--- config.mk ---
export PLATFORM = sky130hd
export DESIGN_NAME = sipo_operand_loader
export DESIGN_NICKNAME = d
export VERILOG_FILES = /design/src/rtl/sipo_operand_loader.sv
export SDC_FILE = /design/constraint.sdc
export NUM_CORES = 1
export LEC_CHECK = 0
export ABC_CLOCK_PERIOD_IN_PS = 1300
export CORE_ASPECT_RATIO = 0.9
export CORE_UTILIZATION = 39
export DETAILED_ROUTE_END_ITERATION = 8
export HOLD_SLACK_MARGIN = 0.06
export PLACE_DENSITY_LB_ADDON = 0.08
export SLEW_MARGIN = 25
export SYNTH_ARGS = -nofsm -noshare
export SYNTH_HDL_FRONTEND = slang
export SYNTH_SLANG_ARGS = --single-unit
--- constraint.sdc ---
create_clock -name clk -period 1.3 [get_ports clk]
set_clock_uncertainty 0.15 [all_clocks]
set_input_delay 0.26 -clock clk [delete_from_list [all_inputs] [get_ports clk]]
set_output_delay 0.26 -clock clk [all_outputs]
set_load 0.005 [all_outputs]
--- src/rtl/sipo_operand_loader.sv ---
// sipo_operand_loader
//
// Deserialises one frame of NUM_OPS operands, WIDTH bits each, from a single
// serial line and hands the completed set to the multiplier core over a
// valid/ready handshake. Operand 0 is multiplicand A, operand 1 is multiplier B.
// The serial side stalls (in_ready=0) while a completed frame is waiting.
//
// Optional feature macro: SIPO_PARITY_EN
//   When defined, each frame carries one trailing even-parity bit after the
//   last data bit. That bit is counted in bit_count but not stored in ops.
//   parity_err is latched when the frame completes and is held through FULL.
//   When the macro is not defined, parity_err is tied to 0.
//
// Ports:
//   clk         in   rising-edge clock
//   reset_n     in   asynchronous active-low reset
//   serial_in   in   serial data bit
//   in_valid    in   serial_in carries a valid bit this cycle
//   in_ready    out  loader accepts a bit this cycle (state LOAD)
//   abort       in   synchronous frame discard, highest priority
//   ops         out  operand i on ops[i*WIDTH +: WIDTH]
//   out_valid   out  ops holds a complete frame (state FULL)
//   out_ready   in   consumer accepts the frame
//   bit_count   out  accepted bits in the current frame
//   parity_err  out  frame parity check result (1 = error)
//
// State | meaning
// ------+-----------------------------------------------------------
// LOAD  | accepting serial bits into ops, in_ready=1
// FULL  | frame complete, out_valid=1, serial input ignored

module sipo_operand_loader #(
    parameter  int WIDTH      = 4,
    parameter  int NUM_OPS    = 2,
    parameter  int MSB_FIRST  = 1,
    localparam int DATA_BITS  = NUM_OPS * WIDTH,
`ifdef SIPO_PARITY_EN
    localparam int FRAME_BITS = DATA_BITS + 1,
`else
    localparam int FRAME_BITS = DATA_BITS,
`endif
    localparam int CW         = $clog2(FRAME_BITS + 1)
) (
    input  logic                 clk,
    input  logic                 reset_n,
    input  logic                 serial_in,
    input  logic                 in_valid,
    output logic                 in_ready,
    input  logic                 abort,
    output logic [DATA_BITS-1:0] ops,
    output logic                 out_valid,
    input  logic                 out_ready,
    output logic [CW-1:0]        bit_count,
    output logic                 parity_err
);

    typedef enum logic {
        ST_LOAD = 1'b0,
        ST_FULL = 1'b1
    } state_t;

    state_t               state_q;
    state_t               state_d;
    logic                 accept;
    logic                 last_bit;
    logic                 handshake;
    logic [DATA_BITS-1:0] ops_d;

    assign in_ready  = (state_q == ST_LOAD);
    assign out_valid = (state_q == ST_FULL);
    assign accept    = in_valid && in_ready;
    assign handshake = out_valid && out_ready;
    assign last_bit  = (bit_count == CW'(FRAME_BITS - 1));

    always_ff @(posedge clk or negedge reset_n) begin
        if (!reset_n) begin
            state_q <= ST_LOAD;
        end else begin
            state_q <= state_d;
        end
    end

    always_comb begin
        state_d = state_q;
        if (abort) begin
            state_d = ST_LOAD;
        end else begin
            case (state_q)
                ST_LOAD: if (accept && last_bit) state_d = ST_FULL;
                ST_FULL: if (out_ready)          state_d = ST_LOAD;
                default:                         state_d = ST_LOAD;
            endcase
        end
    end

    // Only the operand addressed by the current bit position shifts. The
    // parity bit position (bit_count == DATA_BITS) matches no operand, so it
    // never lands in ops.
    always_comb begin
        ops_d = ops;
        for (int i = 0; i < NUM_OPS; i++) begin
            if (bit_count >= CW'(i * WIDTH) && bit_count < CW'((i + 1) * WIDTH)) begin
                if (MSB_FIRST != 0) begin
                    ops_d[i*WIDTH +: WIDTH] = {ops[i*WIDTH +: WIDTH-1], serial_in};
                end else begin
                    ops_d[i*WIDTH +: WIDTH] = {serial_in, ops[i*WIDTH+1 +: WIDTH-1]};
                end
            end
        end
    end

    always_ff @(posedge clk or negedge reset_n) begin
        if (!reset_n) begin
            ops       <= '0;
            bit_count <= '0;
        end else if (abort) begin
            ops       <= '0;
            bit_count <= '0;
        end else if (handshake) begin
            // ops is held after the handshake; it is overwritten bit by bit.
            bit_count <= '0;
        end else if (accept) begin
            ops       <= ops_d;
            bit_count <= bit_count + CW'(1);
        end
    end

`ifdef SIPO_PARITY_EN
    logic par_acc;

    always_ff @(posedge clk or negedge reset_n) begin
        if (!reset_n) begin
            par_acc    <= 1'b0;
            parity_err <= 1'b0;
        end else if (abort || handshake) begin
            par_acc    <= 1'b0;
            parity_err <= 1'b0;
        end else if (accept) begin
            par_acc <= par_acc ^ serial_in;
            if (last_bit) begin
                parity_err <= par_acc ^ serial_in;
            end
        end
    end
`else
    assign parity_err = 1'b0;
`endif

endmodule

== Word level (Yosys, flattened, before mapping) ==
Index checks and enable logic that the tools add are counted.

* Add/subtract/negate cells: 1
* Magnitude comparators: 4
* Equality and inequality tests: 2
* Muxes and demuxes: 12
* Bitwise logic cells: 1
* Reduce and logical (&&, ||, !) cells: 11

{| class="wikitable"
|+ Operators by type and width
! cell !! number
|-
| two-way mux 8 bit || 3
|-
| two-way mux 4 bit || 5
|-
| AND reduction 3 bit || 2
|-
| nonzero test 2 bit || 3
|-
| logical AND 1 bit || 5
|-
| adder 4 x 1 -> 4 bit, second input constant || 1
|-
| == test 4 x 3 -> 1 bit, second input constant || 1
|-
| greater-or-equal comparator 4 x 1 -> 1 bit, second input constant || 1
|-
| greater-or-equal comparator 4 x 3 -> 1 bit, second input constant || 1
|-
| less-than comparator 4 x 3 -> 1 bit, second input constant || 1
|-
| less-than comparator 4 bit, second input constant || 1
|-
| two-way mux 1 bit || 3
|-
| nonzero test 3 bit || 1
|-
| != test 2 bit, second input constant || 1
|-
| one-hot mux 1 bit (2 select lines) || 1
|-
| NOT 1 bit || 1
|}

* Bits in registers: 13
* Bits of input ports: 6
* Output and inout port bits: 15
* Word-level logic and storage cells: 35

== Depth between registers and ports, before layout ==
* Depth in word-level cells: 6
* Mapped depth: 5
* Mapped depth without buffers: 4

== Least setup slack after synthesis ==
No wires, ideal clock.

* Path kind: reg2reg
* Start point: register state_q (netlist: out_valid)
* End point: register ops[4]
* Library setup time: 0.132 ns
* Arrival: 1.157 ns
* Data required time: 1.018 ns
* Slack: -0.139 ns
* Stages on the path, launching flop included: 6
* Buffers on the path: 2
* Period minus slack after synthesis: 1.439 ns
* Cells stage by stage: dfrtp_1 -> buf_6 -> and4bb_2 -> buf_2 -> mux2i_1 -> nor2_1

* Longest elaborated chain between the ends: 4
* Elaborated cells between the ends (all ways): 6
* Those cells by class: eq/ne: 1; bitwise: 1; reduce/logical: 4

{| class="wikitable"
|+ RTL lines
! item !! line !! RTL
|-
| from (decl) || 62 || <nowiki>state_t state_q;</nowiki>
|-
| from (signal assigned) || 79 || <nowiki>state_q <= state_d;</nowiki>
|-
| NOT 1 bit || n/a ||
|-
| logical AND 1 bit || 71 || <nowiki>assign accept = in_valid && in_ready;</nowiki>
|-
| nonzero test 2 bit (no source line) || n/a ||
|-
| AND reduction 3 bit (no source line) * || n/a ||
|-
| to (signal assigned) || 123 || <nowiki>ops <= ops_d;</nowiki>
|-
| to (decl) || 50 || <nowiki>output logic [DATA_BITS-1:0] ops,</nowiki>
|}

Every way passes the cells marked *; elsewhere a longest branch is shown, timed or not.
A chain may end at the register's enable or synchronous reset.

== Worst setup path after layout ==
* Start point: register state_q (netlist: out_valid)
* End point: register bit_count[3]

* Longest elaborated chain between the ends: 3
* Elaborated cells between the ends (all ways): 6
* Those cells by class: mux: 2; bitwise: 1; reduce/logical: 3

{| class="wikitable"
|+ RTL lines
! item !! line !! RTL
|-
| logical AND 1 bit / NOT 1 bit (equally long branches) || n/a ||
|-
| two-way mux 4 bit / logical AND 1 bit (equally long branches) || 119, 71 ||
|-
| two-way mux 4 bit / nonzero test 3 bit (equally long branches) || n/a ||
|-
| to (signal assigned) || 124 || <nowiki>bit_count <= bit_count + CW'(1);</nowiki>
|-
| to (decl) || 53 || <nowiki>output logic [CW-1:0] bit_count,</nowiki>
|}

Several ways; a longest one is shown, not always the timed one.

==> flow_summary.json <==
{
  "nNetsFinal": 116,
  "design_area_sq_mm": 0.001099,
  "firstDrtPassIters": 4,
  "core_area_sq_mm": 0.001496,
  "n_antenna_cell": 0,
  "root_buffer": "clkbuf_4",
  "crit_path_start": "out_valid",
  "wl_per_cell_microns": 13.66,
  "path_common_cell": "buf_6",
  "crit_buf_inv": 2,
  "finalHoldViolCount": 0,
  "place_inst": 111,
  "r2r_start": "out_valid",
  "rsz0062_at_grt": "true",
  "synthesis.instances": 60,
  "ys_seq_area_share_pct": 50.78,
  "port_buffers": 19,
  "cp_slowest_stage_delay_ps": 480,
  "crit_type": "reg -> reg",
  "r2r-end": "bit_count[3]",
  "r2r_cells": 4,
  "via_per_inst": 4.969,
  "die-width_microns": 44.72,
  "hold_path.class": "in -> async",
  "setup_ws_ps": -196.9,
  "yosysTopAreaCellShare_pct": 50.78,
  "holdBufCountCts": 0,
  "die-area_sq_mm": 0.001809,
  "tritoncts": "done",
  "synth-seq-cells": 13,
  "slowest_stage": "or4_4",
  "status": "complete, but fails checks",
  "fin_hold_ws_ps": 123.9,
  "clk_path_buf_depth": 2,
  "synth_nets": 67,
  "path_clk_slew_ps": 80,
  "syn_to_final_growth_pct": 71.48,
  "slew_violations": 0,
  "period_share_pct": 115.1,
  "leakage_nw": 0.5524,
  "cts_buffers": 3,
  "drive_gt1_share_pct": 53.70,
  "vdd_drop_max_uv": 637.2,
  "fmax_ghz": 0.6681,
  "crit_required_ps": 1340,
  "clock-sinks": 13,
  "async_flop_share_pct": 100.0,
  "finalPower_mw": 0.8039,
  "crit_arrival_ps": 1540,
  "gp_congestion": 0.7580,
  "fin_tns_setup_ps": -1757,
  "p_per_area_mw_per_mm2": 731.8,
  "fillers": 104,
  "dp_hpwl_mm": 1.014,
  "drtIter0Drc": 10,
  "final_util_pct": 73.41,
  "avgSynthCellArea_sq_um": 10.68,
  "dr_total_vias": 646,
  "rrSetupSlack_ps": -200,
  "worst_setup_path_end_kind": "flop",
  "overflow": 0,
  "post-place-ws_ps": -426.8,
  "die_h_microns": 40.45,
  "totalWireLength_mm": 1.776,
  "period_needed_ps": 1497,
  "setup_viol": 14,
  "grt_pass1_wl_mm": 2.753,
  "ys_top_cells_by_area": "dfrtp_1, mux2i_1, nor2_1",
  "cp_num_cells": 4,
  "yosysTopAreaCell": "dfrtp_1",
  "postRouteAntennaNets": 0,
  "antenna_found_initial": 0,
  "layout.cells.non_filler": 130,
  "drc": 0,
  "violations": "setup timing",
  "critical-path-top-delay-family": "simple AND/OR/NAND/NOR gates",
  "crit_chain": "buf_6 > buf_6 > or4_4 > o311ai_2",
  "dpl_cell_area_sq_um": 935.9,
  "grt_max_degree": 15,
  "grt.total_usage_pct": 23.27,
  "clk_latency_ps": 290,
  "initial_core_util_pct": 42.81,
  "drv_cap": 0,
  "synth_ff_type": "dfrtp_1",
  "netlist-cell-type-count": 24,
  "synth_area_sq_um": 640.6,
  "crit_path_start_kind": "flop",
  "crit_end": "bit_count[3]",
  "htree_num_levels": 1,
  "grt_pass1_vias": 586,
  "synth_warnings": 0,
  "synth_edf_count": 0,
  "cp_max_fo": 4,
  "rows": 13,
  "io_pins": 21
}
## worst reg2reg max path: stages (launching register included)
cell      delay (ps)
dfrtp_2          450
buf_6            140
buf_6            110
or4_4            480
o311ai_2          80
## layout make-up
class	count	area [sq um]	share of cell area, %
repair buffers	48	382.9	34.85
flip-flops and latches	13	329.1	29.95
multi-input cells	42	326.6	29.73
well taps	22	27.53	2.506
clock buffers	4	26.28	2.392
inverters	1	6.256	0.5695
## metal layers
metal | GRT usage [%] | vias up | part of all wire, %
li1 | - | 301 | -
met1 | 26.82 | 303 | 42
met2 | 36.76 | 32 | 47
met3 | 9.009 | 10 | 7.0
met4 | 15.15 | 0 | 3.0
met5 | 0 | - | 0
## cell usage in the layout, fill, tap and decap left out, types with 3 or more instances in the layout
master           Yosys  routed
nand2_1              3       3
buf_4                1      21
clkbuf_2             0      11
a21oi_1              5       3
clkbuf_4             0       3
clkdlybuf4s50_1      0       4
dfrtp_1             13      10
nor2_1              11      11
mux2i_1              8       8
dfrtp_2              0       3
buf_6                1      10
## cells in the mapped netlist, types with 2 or more instances
| cell | count |
|---|---|
| dfrtp_1 | 13 |
| o21ai_0 | 2 |
| nor2_1 | 11 |
| mux2i_1 | 8 |
| a21oi_1 | 5 |
| nand2_1 | 3 |
## logic make-up after synthesis
| logic type | count (synthesis) | share of synthesized area [%] |
|---|---|---|
| XOR/XNOR | 1 | 1.367 |
| adder cells (fa/ha/maj) | 1 | 1.953 |
| AO/OA/AOI/OAI | 8 | 6.836 |
| multiplexers | 8 | 12.50 |
| AND/OR/NAND/NOR | 23 | 21.10 |
| other | 1 | 0.5854 |
| flip-flops | 13 | 50.78 |
| buffers and inverters | 5 | 4.881 |
## power breakdown
part	internal (mW)	leakage (nW)	total (mW)	switching (mW)
combinational	0.0645	0.363	0.123	0.0585
sequential	0.414	0.174	0.419	0.00533
clock	0.119	0.0150	0.262	0.142
total	0.598	0.552	0.804	0.206
## how the worst min path moves through the flow
stage,start,end,slack [ps]
after detailed placement,ops[3],ops[3],360
after global routing,reset_n,ops[3],130
after floorplan,reset_n,bit_count[0],-190
final,reset_n,bit_count[3],120
after CTS,reset_n,bit_count[3],130
after global placement,ops[3],ops[3],350
## registers in the layout, summed over array words and instances (netlist names)
register   count
out_valid      1
ops            8
bit_count      4
## timing repair
| item | 4_1_cts | 5_1_grt |
|---|---|---|
| endpoints found under the hold margin | 0 | 0 |
| gates resized for setup | 53 | 19 |
| setup endpoints to repair | 27 | 27 |
| pin swaps | 7 | 3 |
| setup buffers | 13 | 3 |
| cloned | 0 | 0 |
Power figures use the tool's default switching activity.
